### src/rtl/run_host.sv
// run_host: sequences preload, core request, bounded wait and read-back of a run.
module run_host #(
    parameter int LOAD_BASE = 0,
    parameter int LOAD_N    = 64,
    parameter int READ_BASE = 64,
    parameter int READ_N    = 32,
    parameter int TMO       = 4096
) (
    input  logic       clk,
    input  logic       reset,
    input  logic       start,
    input  logic       ld_valid,
    input  logic [7:0] ld_data,
    output logic       ld_ready,
    output logic       mem_wr_en,
    output logic [7:0] mem_addr,
    output logic [7:0] mem_wr_dat,
    input  logic [7:0] mem_rd_dat,
    output logic       req,
    input  logic       done,
    output logic       rd_valid,
    output logic [7:0] rd_data,
    input  logic       rd_ready,
    output logic       busy,
    output logic       timeout
);
    typedef enum logic [2:0] {IDLE, LOAD, REQ, WAIT, READ, ERR} state_t;
    localparam logic [7:0]  LB = 8'(LOAD_BASE);
    localparam logic [7:0]  RB = 8'(READ_BASE);
    localparam logic [8:0]  LL = 9'(LOAD_N - 1);
    localparam logic [8:0]  RL = 9'(READ_N - 1);
    localparam logic [15:0] TL = 16'(TMO - 1);
    state_t      r_state, w_next, w_st;
    logic [8:0]  r_cnt;
    logic [15:0] r_wcnt;
    logic        r_timeout;
    always_ff @(posedge clk) begin
        if (reset) begin
            r_state   <= IDLE;
            r_cnt     <= '0;
            r_wcnt    <= '0;
            r_timeout <= 1'b0;
        end else begin
            r_state <= w_next;
            r_wcnt  <= (r_state == WAIT) ? r_wcnt + 16'd1 : '0;
            if (r_state == IDLE && start) begin
                r_cnt     <= '0;
                r_timeout <= 1'b0;
            end else if (r_state == WAIT && w_next == READ)
                r_cnt <= '0;
            else if ((r_state == LOAD && ld_valid) || (r_state == READ && rd_ready))
                r_cnt <= r_cnt + 9'd1;
            if (r_state == WAIT && w_next == ERR)
                r_timeout <= 1'b1;
        end
    end
    // The first WAIT cycle ignores done, since it may still be high from the previous run.
    always_comb begin
        w_next = r_state;
        case (r_state)
            IDLE: if (start) w_next = LOAD;
            LOAD: if (ld_valid && r_cnt == LL) w_next = REQ;
            REQ:  w_next = WAIT;
            WAIT: if (done && r_wcnt != '0) w_next = READ;
                  else if (r_wcnt == TL) w_next = ERR;
            READ: if (rd_ready && r_cnt == RL) w_next = IDLE;
            ERR:  if (!start) w_next = IDLE;
            default: w_next = IDLE;
        endcase
    end
    // Reset masks the outputs immediately so an abandoned run cannot write on the reset edge.
    always_comb begin
        w_st       = reset ? IDLE : r_state;
        ld_ready   = w_st == LOAD;
        mem_wr_en  = ld_ready && ld_valid;
        mem_wr_dat = ld_ready ? ld_data : 8'h00;
        req        = w_st == REQ;
        rd_valid   = w_st == READ;
        rd_data    = rd_valid ? mem_rd_dat : 8'h00;
        mem_addr   = ld_ready ? LB + r_cnt[7:0] : rd_valid ? RB + r_cnt[7:0] : 8'h00;
        busy       = w_st != IDLE;
        timeout    = r_timeout && !reset;
    end
endmodule

### config.mk
export PLATFORM = sky130hd
export DESIGN_NAME = run_host
export DESIGN_NICKNAME = d
export VERILOG_FILES = /design/src/rtl/run_host.sv
export SDC_FILE = /design/constraint.sdc
export NUM_CORES = 1
export LEC_CHECK = 0
export ABC_AREA = 0
export CAP_MARGIN = 30
export CORE_MARGIN = 2
export CORE_UTILIZATION = 52
export CTS_BUF_LIST = sky130_fd_sc_hd__clkbuf_2 sky130_fd_sc_hd__clkbuf_4 sky130_fd_sc_hd__clkbuf_8
export CTS_CLUSTER_SIZE = 24
export DETAILED_ROUTE_END_ITERATION = 10
export PLACE_DENSITY = 0.9
export SYNTH_ARGS = -nofsm -noshare
export SYNTH_HDL_FRONTEND = slang
export SYNTH_SLANG_ARGS = --single-unit
export TNS_END_PERCENT = 1
### constraint.sdc
create_clock -name clk -period 5.25 [get_ports clk]
set_input_delay 1.05 -clock clk [delete_from_list [all_inputs] [get_ports clk]]
set_output_delay 1.05 -clock clk [all_outputs]
set_load 0.05 [all_outputs]
==> impl_results.md <==
* Die Ht at 61.75 um
* Cell area power density at 177.9 nW/um^2
* Total number of vias at 1704
* Largest net degree at the start of global routing at 18
* Kind of end point of the critical path: output port
* Final routed DRC violation total at 0
* Number of warnings issued by yosys at 0
* Worst Setup Path Type: input port to output port
* Post-CTS clock slew at the launch and capture registers of the worst setup and hold paths at 0.08 ns
* Worst path bufs/invs at 2
* Total of cells resized after clock tree synthesis at 0
* Library cell with the largest summed area after synthesis: sky130_fd_sc_hd__dfxtp_1
* Unique cell type count in the Yosys netlist at 47
* # hold bufs at CTS at 0
* Cell with the largest stage delay on the worst path: sky130_fd_sc_hd__clkdlybuf4s50_1
* Final worst-path cycle share at 0.8625
* Number of placed instances, taps included at 298
* # clock sinks at 29
* Critical-path maximum fanout at 13
* Post-synthesis average cell area at 8.219 sq um
* Cell area after technology mapping at 1734 sq um
* Achievable frequency at 220.8 MHz
* CTS buffer count at 5
* Count of endpoints failing setup in the final report at 0
* Sequential fraction of the synthesis area at 0.3348
* Number of global-route vias before repair at 1508
* Post-CTS setup buffer count at 0
* Total wirelength of the detailed-routed design at 4070 um
* Fraction of synthesized cell area taken by the top area cell type at 0.3348
* Initial core utilization at 0.5589
* Antenna violations before repair at 0
* Final hold vios at 0
* Reported leakage power at 0.0007856 uW
* Power consumption at 415.1 uW
* Count of input and output buffers at 51
* Ordered list of cells on the worst path: clkdlybuf4s50_1, nor2b_1, nor2_1, nor2b_1, clkdlybuf4s50_1
* Iteration count of the initial detailed-routing pass at 4
* Critical path's top delay family: buffers and inverters
* Die Footprint at 3813 sq um
* Largest cells by area after synthesis: sky130_fd_sc_hd__dfxtp_1 33%, sky130_fd_sc_hd__and2_1 6.5%, sky130_fd_sc_hd__nor2_1 5.4%, sky130_fd_sc_hd__xnor2_1 4.5%, sky130_fd_sc_hd__xor2_1 4.0%
* Iter 0 DRT Violations at 47
* Count of nets left with antenna violations after detail routing at 0
* Number of I/O pins at 52
* Clock tree from TritonCTS: built
* Overall overflow remaining after global route at 0
* Root buffer cell: sky130_fd_sc_hd__clkbuf_4
* Growth of design area from synthesis to finish at 34.56%
* Commonest cells after routing, fill and taps aside: 51 x sky130_fd_sc_hd__clkdlybuf4s50_1, 29 x sky130_fd_sc_hd__dfxtp_1, 25 x sky130_fd_sc_hd__nor2_1
* Startpoint class of the critical path: input port
* Worst stage delay on the critical path at 0.84 ns
* Row count at 20
* Prevailing post-synth register cell: sky130_fd_sc_hd__dfxtp_1
* Global-route wire length before repair at 6437 um
* Final HPWL from detailed placement at 3095 um
* Required time of the critical path at 4.20 ns
* Final nets at 288
* Core region area at 3103 sq um
* Clock buffer depth at 2
* H-Tree Level Count at 2
* Minimum clock period after layout at 4.528 ns
* Antenna diode count at 0
* Horizontal die dimension at 61.75 um
* All-Layer GR Usage at 0.2307
* Mean number of vias per cell at 5.587
* Arrival time at the worst endpoint at 3.48 ns
* Max-slew violation total from the final report at 0
* Net count of the mapped netlist at 238
* Post-route setup TNS at 0 ns
* Proportion of synthesized flip-flops having asynchronous set or reset at 0
* Source-to-sink clock delay at the later pin of the worst-skew pair at 0.32 ns
* Non-filler instance count after layout at 305
* DR WL/cell at 13.34 um
* Leading cell type in the layout, fill and taps excluded: sky130_fd_sc_hd__clkdlybuf4s50_1
* Unrepaired setup endpoints after global routing: no
* EDFF count, synth at 0
* Max-Cap Viols at 0
* Worst relative slew slack at 0.4776
* Run status: finished, final reports clean
* VDD IR-drop max at 0.1772 mV
* Fraction of final layout cells sized beyond drive strength 1 at 0.06897
* Worst-margin pin slew at 0.7769 ns
* Layout Utilization at 0.7520
* Cell count after synthesis at 211
* Path category of the worst min-delay check: flip-flop to flip-flop
* GPL Wtd Cong at 0.8167
* Yosys reg bits at 29
* Final Skew at 0.007370 ns
cells in the mapped netlist (all sizes together) (3+ instances only):
| library cell | count |
|---|---|
| nand3 | 8 |
| nor2b | 7 |
| inv | 11 |
| nand3b | 3 |
| xnor2 | 9 |
| a211oi | 3 |
| o21ai | 6 |
| or4 | 3 |
| nand2 | 8 |
| nor3 | 3 |
| nor2 | 25 |
| clkbuf | 10 |
| nand4 | 6 |
| ha | 5 |
| dfxtp | 29 |
| and3b | 3 |
| a21oi | 9 |
| or3 | 3 |
| and2 | 18 |
| xor2 | 8 |
| and4 | 3 |
logic make-up (layout without fill, tap and decap cells):
family                   count (synthesis)  count (layout)  synth area share
AO/OA/AOI/OAI                           32              32            0.1328
XOR/XNOR                                17              17           0.08586
adder cells (fa/ha/maj)                  5               5           0.03608
buffers and inverters                   21              71           0.04546
flip-flops                              29              29            0.3348
multiplexers                             3               3           0.01804
AND/OR/NAND/NOR                        104             104            0.3470
through the flow:
step / setup WS, ns / hold slack, ns / cell area, sq um
2_1_floorplan: 1.515 / 0.4377 / 1734
3_3_place_gp: 0.8812 / 0.4535 / 2270
3_5_place_dp: 0.7356 / 0.4700 / 2275
4_1_cts: 0.7138 / 0.4909 / 2333
5_1_grt: 0.5822 / 0.5139 / 2333
6_report: 0.7217 / 0.4837 / 2333
report_power, final:
part           switching [uW]  internal, uW
clock network            71.3          68.2
registers                2.61           221
logic                    26.0          26.1
final timing paths:
check	startpoint	to	slack [ns]	cells past startpoint
max	reset	mem_addr[5]	0.72	5
min	r_wcnt[0]	r_wcnt[0]	0.48	1
max reg2reg	r_state[1]	r_cnt[3]	3.22	4
min reg2reg	r_wcnt[0]	r_wcnt[0]	0.48	1
final cells by class:
class / count / area (sq um)
repair buffers: 53 / 523.0
clock buffers: 7 / 58.81
inverters: 11 / 41.29
fillers: 247 / 769.5
well taps: 44 / 55.05
flip-flops and latches: 29 / 580.6
multi-input cells: 161 / 1075
registers in the layout (all words and copies together), names as in the netlist:
name / flops
r_cnt: 9
r_state: 3
r_timeout: 1
r_wcnt: 16
metal layers:
| metal | track usage | up-vias | wire [um] |
|---|---|---|---|
| met4 | 0.1125 | 0 | 117 |
| met2 | 0.4120 | 73 | 1909 |
| met5 | 0 | - | 0 |
| met1 | 0.2448 | 780 | 1621 |
| met3 | 0.07246 | 13 | 421 |
| li1 | - | 838 | - |
(Power assumes the default switching activity.)
